===== config.mk =====
export PLATFORM = sky130hd
export DESIGN_NAME = seg_scan_decoder
export DESIGN_NICKNAME = d
export VERILOG_FILES = /design/src/rtl/seg_pkg.sv /design/src/rtl/seg7_to_hex.sv /design/src/rtl/seg_scan_decoder.sv
export SDC_FILE = /design/constraint.sdc
export NUM_CORES = 1
export LEC_CHECK = 0
export BUFFER_PORTS_ARGS = -buffer_cell sky130_fd_sc_hd__buf_2
export CORE_MARGIN = 2
export CORE_UTILIZATION = 40
export CTS_BUF_LIST = sky130_fd_sc_hd__clkbuf_4
export DETAILED_ROUTE_END_ITERATION = 10
export MAX_ROUTING_LAYER = met4
export PLACE_DENSITY = 0.65
export SYNTH_ARGS = -nofsm -noshare
export SYNTH_HDL_FRONTEND = slang
export SYNTH_HIERARCHICAL = 1
export SYNTH_SLANG_ARGS = --single-unit

===== constraint.sdc =====
create_clock -name clk -period 5.1 [get_ports clk]
set_clock_uncertainty 0.1 [all_clocks]
set_input_delay 0.51 -clock clk [delete_from_list [all_inputs] [get_ports clk]]
set_output_delay 0.51 -clock clk [all_outputs]
set_load 0.01 [all_outputs]

===== src/rtl/seg_pkg.sv =====
// seg_pkg: segment patterns, polarity constants and FSM states for seg_scan_decoder
package seg_pkg;
  localparam logic [6:0] SEG_0 = 7'b1111110;
  localparam logic [6:0] SEG_1 = 7'b0110000;
  localparam logic [6:0] SEG_2 = 7'b1101101;
  localparam logic [6:0] SEG_3 = 7'b1111001;
  localparam logic [6:0] SEG_4 = 7'b0110011;
  localparam logic [6:0] SEG_5 = 7'b1011011;
  localparam logic [6:0] SEG_6 = 7'b1011111;
  localparam logic [6:0] SEG_7 = 7'b1110000;
  localparam logic [6:0] SEG_8 = 7'b1111111;
  localparam logic [6:0] SEG_9 = 7'b1111011;
  localparam logic [6:0] SEG_A = 7'b1110111;
  localparam logic [6:0] SEG_B = 7'b0011111;
  localparam logic [6:0] SEG_C = 7'b1001110;
  localparam logic [6:0] SEG_D = 7'b0111101;
  localparam logic [6:0] SEG_E = 7'b1001111;
  localparam logic [6:0] SEG_F = 7'b1000111;
  localparam logic SEG_ON = 1'b0;
  localparam logic AN_ON = 1'b0;
  typedef enum logic [1:0] {IDLE, SETTLE, HOLD} state_t;
endpackage


===== src/rtl/seg7_to_hex.sv =====
// seg7_to_hex: active-high a..g pattern (seg[6]=a) -> nib, legal=0 for unknown patterns
module seg7_to_hex
  import seg_pkg::*;
(
  input  logic [6:0] seg,
  output logic [3:0] nib,
  output logic       legal
);
  always_comb begin
    nib = 4'h0;
    legal = 1'b1;
    case (seg)
      SEG_0: nib = 4'h0;
      SEG_1: nib = 4'h1;
      SEG_2: nib = 4'h2;
      SEG_3: nib = 4'h3;
      SEG_4: nib = 4'h4;
      SEG_5: nib = 4'h5;
      SEG_6: nib = 4'h6;
      SEG_7: nib = 4'h7;
      SEG_8: nib = 4'h8;
      SEG_9: nib = 4'h9;
      SEG_A: nib = 4'hA;
      SEG_B: nib = 4'hB;
      SEG_C: nib = 4'hC;
      SEG_D: nib = 4'hD;
      SEG_E: nib = 4'hE;
      SEG_F: nib = 4'hF;
      default: legal = 1'b0;
    endcase
  end
endmodule


===== src/rtl/seg_scan_decoder.sv =====
// seg_scan_decoder: decodes a scanned 4-digit seven-segment bus back into a 16-bit value
// ports: clk, rst (sync high), en, a..g/A (active-low pins) -> value, valid, frame_done, err
// SEG_CHANGE_DETECT_EN adds output changed: pulses with frame_done when value differs
module seg_scan_decoder
  import seg_pkg::*;
#(
  parameter int unsigned STABLE_CYCLES = 4
) (
  input  logic        clk,
  input  logic        rst,
  input  logic        en,
  input  logic        a,
  input  logic        b,
  input  logic        c,
  input  logic        d,
  input  logic        e,
  input  logic        f,
  input  logic        g,
  input  logic [3:0]  A,
  output logic [15:0] value,
  output logic        valid,
  output logic        frame_done,
  output logic        err
`ifdef SEG_CHANGE_DETECT_EN
  ,
  output logic        changed
`endif
);
  logic [10:0] smp, smp_q;
  state_t state;
  logic [7:0] cnt;
  logic [3:0] seen;
  logic [3:0] digit [4];
  logic [3:0] d_nxt [4];
  logic fd_r;
  logic [3:0] act, nib, cap_mask;
  logic [6:0] seg_hi;
  logic [1:0] idx;
  logic same, any, legal, accept, cap, bad;
  logic [15:0] packed_nxt;
  assign act = smp[10:7] ^ {4{~AN_ON}};
  assign seg_hi = smp[6:0] ^ {7{~SEG_ON}};
  assign same = smp == smp_q;
  assign any = |act;
  assign idx = act[1] ? 2'd1 : act[2] ? 2'd2 : act[3] ? 2'd3 : 2'd0;
  seg7_to_hex u_dec (.seg(seg_hi), .nib(nib), .legal(legal));
  // Any lit anode pattern is timed; the acceptance decides capture versus error, so a
  // stable multi-anode drive is flagged after exactly the same settle time as a digit.
  assign accept = state != HOLD && same && any && 32'(cnt) + 32'd1 >= STABLE_CYCLES;
  assign cap = accept && $onehot(act) && legal;
  assign bad = accept && !($onehot(act) && legal);
  assign cap_mask = cap ? 4'b0001 << idx : 4'b0000;
  // Next digit contents, so a capture landing on the frame-completion edge is included.
  always_comb begin
    for (int j = 0; j < 4; j++) d_nxt[j] = cap_mask[j] ? nib : digit[j];
  end
  assign packed_nxt = {d_nxt[3], d_nxt[2], d_nxt[1], d_nxt[0]};
  assign frame_done = fd_r & en;
`ifdef SEG_CHANGE_DETECT_EN
  logic ch_r;
  assign changed = ch_r & en;
`endif
  always_ff @(posedge clk) begin
    if (rst) begin
      smp <= '1;
      smp_q <= '1;
      state <= IDLE;
      cnt <= '0;
      seen <= '0;
      value <= '0;
      valid <= 1'b0;
      fd_r <= 1'b0;
      err <= 1'b0;
      for (int j = 0; j < 4; j++) digit[j] <= '0;
`ifdef SEG_CHANGE_DETECT_EN
      ch_r <= 1'b0;
`endif
    end else if (en) begin
      smp_q <= smp;
      smp <= {A, a, b, c, d, e, f, g};
      state <= !same ? IDLE : accept ? HOLD : state == HOLD ? HOLD : any ? SETTLE : IDLE;
      cnt <= (!same || !any || accept || state == HOLD) ? 8'd0 : cnt == 8'hFF ? cnt : cnt + 8'd1;
      err <= err | bad;
      for (int j = 0; j < 4; j++) digit[j] <= d_nxt[j];
      fd_r <= seen == 4'hF;
`ifdef SEG_CHANGE_DETECT_EN
      ch_r <= seen == 4'hF && (!valid || packed_nxt != value);
`endif
      if (seen == 4'hF) begin
        value <= packed_nxt;
        valid <= 1'b1;
        seen <= '0;
      end else begin
        seen <= seen | cap_mask;
      end
    end
  end
endmodule


## Word-level counts from Yosys, hierarchy flattened

Memory sizes are Yosys's and may differ from the RTL's.
Cells that the tools add are included.
W data, S select, Z words.

| word-level totals | value |
|---|---|
| memories kept | 1 |
| output and inout bits | 19 |
| register bits after elaboration | 55 |
| bits in writable memories | 16 |
| bits of input ports | 14 |

Memories:

| name | words | width | rd ports | clocked after Yosys merged registers in | wr ports | RTL line | source |
|---|---|---|---|---|---|---|---|
| digit | 4 | 4 | 4 | 0 | 4 | seg_scan_decoder.sv:33 | `logic [3:0] digit [4];` |

| cells by class | value |
|---|---|
| reduce and logical (&&, ||, !) cells | 17 |
| mux-type cells | 26 |
| add/subtract/negate cells | 5 |
| bitwise logic cells | 9 |
| equality and inequality tests | 23 |
| shift operators | 1 |
| order comparisons | 1 |

Operators by type and width:

| kind | number |
|---|---|
| $eq A7 B7 Y1 const B | 12 |
| $pmux W4 S15 | 1 |
| $mux W4 | 10 |
| $eq A7 B6 Y1 const B | 3 |
| $mux W8 | 2 |
| $reduce_or A16 Y1 | 1 |
| $mux W2 | 6 |
| $eq A11 B11 Y1 | 1 |
| $add A8 B1 Y9 const B | 1 |
| $ge A9 B3 Y1 const B | 1 |
| $add A8 B1 Y8 const B | 1 |
| $eq A8 B8 Y1 const B | 1 |
| $eq A7 B5 Y1 const B | 1 |
| $logic_and A1 B1 Y1 | 7 |
| $mux W1 | 7 |
| $not A7 Y7 | 1 |
| $or A1 B1 Y1 | 5 |
| $add A1 B1 Y2 | 2 |
| $eq A4 B4 Y1 const B | 1 |
| $ne A2 B2 Y1 const B | 2 |
| $not A4 Y4 | 1 |
| $or A4 B4 Y4 | 1 |
| $reduce_and A2 Y1 | 2 |
| $reduce_or A4 Y1 | 1 |
| other kinds (7) | 11 |

## Logic depth before layout (Yosys ltp)

| logic depth | value |
|---|---|
| depth after elaboration | 9 |
| mapped depth | 12 |
| depth with buffers taken out | 10 |

## Cells and area by module

Netlist, hierarchy kept.

Modules (own cells, without submodules):

| module | instances | cells each | area each (µm²) |
|---|---|---|---|
| seg_scan_decoder | 1 | 293 | 3030.4 |
| seg7_to_hex | 1 | 58 | 374.1 |

## Worst setup path before layout

Ideal clock, no wire load.

| timing path | value |
|---|---|
| kind | register to register |
| from | reg smp[7] |
| to | mem digit[3][0], data pin |
| period minus slack after synthesis | 3.015 ns |
| slack | 2.085 ns |
| data arrival time | 2.649 ns |
| cell stages (with the launch flop) | 11 |
| path buffers | 1 |
| required time | 4.734 ns |
| path through | dfxtp_1 > fa_1 > inv_1 > ha_1 > ha_1 > nor4bb_1 > clkbuf_1 > nor4b_2 > o211ai_4 > mux2i_1 > nor2_1 |

RTL lines:

| what | RTL line | source |
|---|---|---|
| start, declared | seg_scan_decoder.sv:29 | `logic [10:0] smp, smp_q;` |
| start signal, assigned | seg_scan_decoder.sv:80 | `smp <= {A, a, b, c, d, e, f, g};` |
| end, declared | seg_scan_decoder.sv:33 |  |

==> flow_metrics.env <==
export IMPL_dp_hpwl_um=4690
export IMPL_synth_compound_area_share_pct=16.1
export IMPL_area_growth_pct=10.8
export IMPL_min_path_type="input pin to register"
export IMPL_path_clk_slew_ps=120
export IMPL_clk_latency_ps=420
export IMPL_fmax_mhz=313
export IMPL_ios=33
export IMPL_worstSetupPathType="register to register"
export IMPL_holdPathStages=3
export IMPL_r2r_slack_ps=1900
export IMPL_slowest_stage="or4b_1"
export IMPL_critPathRequiredTime_ps=5160
export IMPL_place_ws_ps=1940
export IMPL_setup_tns_ps=0
export IMPL_dr_wl_met2_um=3120
export IMPL_fin_ws_ps=1900
export IMPL_wl_met1_um=3300
export IMPL_drive_gt1_share_pct=17.1
export IMPL_cp_start_kind="register"
export IMPL_netlist_area_mm2=0.00340
export IMPL_synthSimpleGateAreaFrac_pct=17.7
export IMPL_synthMuxAreaShare_pct=8.82
export IMPL_grt_max_degree=41
export IMPL_status="finished clean"
export IMPL_power_mw=1.10
export IMPL_met3WireLength_um=259
export IMPL_min_to="smp[5]"
export IMPL_yosysSeqAreaShare_pct=46.5
export IMPL_synth_avg_cell_area_um2=9.70
export IMPL_ant_nets=0
export IMPL_cts_buffer_depth=2
export IMPL_fp_dieH_um=96.3
export IMPL_fillers=785
export IMPL_synth_edf_count=16
export IMPL_async_flop_share_pct=0
export IMPL_htree_levels=3
export IMPL_ys_flop_type="dfxtp_1"
export IMPL_yosysTopAreaCell="dfxtp_1"
export IMPL_crit_arrival_ps=3250
export IMPL_first_pass_iters=4
export IMPL_layout_nets=395
export IMPL_antenna_found_initial=0
export IMPL_yosysWarningCount=6
export IMPL_place_gp_congestion=0.872
export IMPL_ys_top_cells_by_count="dfxtp_1 (55), nor2_1 (36), nand2_1 (33)"
export IMPL_ys_ff_latch=71
export IMPL_die_x_um=96.3
export IMPL_tritoncts="yes"
export IMPL_finalCriticalPeriod_ps=3200
export IMPL_numCtsBuffers=9
export IMPL_yosys_top_cells_area="dfxtp_1 (32%), edfxtp_1 (14%), mux2i_1 (8.8%)"
export IMPL_num_vias=2579
export IMPL_grt_pass1_vias=2419
export IMPL_ys_types=55
export IMPL_yosys_area_share_adder_pct=2.43
export IMPL_p_leak_nw=1.62
export IMPL_post_cts_resized=0
export IMPL_reg2reg_depth=10
export IMPL_numClockSinks=71
export IMPL_final_core_util_pct=45.9
export IMPL_ctsHoldBuffers=0
export IMPL_post_cts_setup_buffers=0
export IMPL_grt_setup_unrepaired="no"
export IMPL_hold_violations=0
export IMPL_start_util_pct=41.4
export IMPL_crit_family="simple AND/OR/NAND/NOR gates"
export IMPL_cp_cell_sequence="inv_1, or4b_1, o221a_1, nand4_1, nor4bb_1, buf_4, nor4b_2, o211ai_4, mux2i_1, nor2_1"
export IMPL_highest_layer="met4"
export IMPL_gr_total_overflow=0
export IMPL_fin_crit_sh_pct=62.7
export IMPL_max_stage_delay_ps=600
export IMPL_tightest_slew_ps=1160
export IMPL_startpoint="smp[6]"
export IMPL_cp_end_kind="register"
export IMPL_grt_pass1_wl_um=11700
export IMPL_synth_cells=351
export IMPL_rows=33
export IMPL_cts_root_buf="clkbuf_4"
export IMPL_drv_slew=0
export IMPL_wl_per_cell_um=14.0
export IMPL_diodes=0
export IMPL_powerDensity_mw_per_mm2=292
export IMPL_synthesis_nets=371
export IMPL_maxCapViolCount=0
export IMPL_r2r_start="smp[6]"
export IMPL_die_area_mm2=0.00927
export IMPL_critical_path_buf_inv_count=2
export IMPL_rr_endpoint="digit[3][1]"
export IMPL_synthXorXnorAreaFrac_pct=3.09
export IMPL_whs_ps=209
export IMPL_synth_top_family_by_area="simple AND/OR/NAND/NOR gates"
export IMPL_relSlewSlack_pct=22.8
export IMPL_port_buffers=32
export IMPL_core_mm2=0.00822
export IMPL_viasPerCell=5.32
export IMPL_synth_top_cell_area_share_pct=32.3
export IMPL_grtUsageTotal_pct=16.9
export IMPL_irDropWorstVdd_v=0.000160
export IMPL_routed_wl_um=6810
export IMPL_finalSetupViolCount=0
export IMPL_synth_most_common_cell="dfxtp_1"
export IMPL_drtIter0Drc=106
export IMPL_hold_start="b"
export IMPL_timing_critical_path_fanout_max=18
export IMPL_drcViolationCount=0
tightest hold or removal path, cell delays in order:
cell and delay (ps):
buf_2 70, nand2_1 40, o211ai_1 70
worst max path at each step:
| stage | endpoint | slack [ps] | depth (start not counted) |
|---|---|---|---|
| floorplan | digit[3][0] | 2090 | 10 |
| global placement | digit[3][0] | 2030 | 10 |
| detailed placement | digit[3][1] | 1940 | 10 |
| CTS | digit[3][1] | 1890 | 10 |
| global route | digit[3][2] | 1700 | 10 |
| finish | digit[3][1] | 1900 | 10 |
layout make-up:
class	count	area (µm²)	area share [%]
Multi-Input combinational cell	239	1640	43.5
Clock buffer	9	67.6	1.79
Sequential cell	71	1580	41.9
Timing Repair Buffer	35	183	4.84
Tap cell	105	131	3.48
Inverter	19	71.3	1.89
Clock inverter	7	97.6	2.59
layout by cell type, fill, tap and decap left out, types with 6 or more instances in the layout:
cell      count
clkbuf_4      9
nand4_1       6
dfxtp_1      55
buf_2        32
o211ai_1     14
a21oi_1      22
edfxtp_1     16
nand3_1       9
xor2_1       11
mux2i_1      30
nor2_1       35
o21ai_0      15
nand2_1      33
inv_1        18
cell families after synthesis:
kind of cell / count (synthesis)
buffers and inverters: 41
AND/OR/NAND/NOR: 117
adder cells (fa/ha/maj): 6
flip-flops: 71
XOR/XNOR: 12
AO/OA/AOI/OAI: 74
multiplexers: 30
sequential cells by signal (all words and copies together) (netlist names):
name	cells
digit	16
value	16
smp	11
smp_q	11
cnt	8
seen	4
state	2
err	1
fd_r	1
valid	1
through the flow:
step | area (µm²) | instances
6_report | 3770 | 485
4_1_cts | 3770 | 485
3_5_place_dp | 3610 | 469
5_1_grt | 3770 | 485
3_3_place_gp | 3610 | 469
2_1_floorplan | 3400 | 351
where the power goes:
group | internal (mW) | leakage (nW) | switching [mW] | total (mW)
registers | 0.592 | 0.625 | 0.0119 | 0.604
logic | 0.0336 | 0.916 | 0.0607 | 0.0943
clock network | 0.199 | 0.0821 | 0.204 | 0.403
routing by layer:
metal / track usage (%) / vias to the layer above
li1: - / 1295
met1: 22.6 / 1214
met2: 25.0 / 58
met3: 2.90 / 12
met4: 7.98 / 0
met5: - / -
Power figures use the tool's default switching activity.
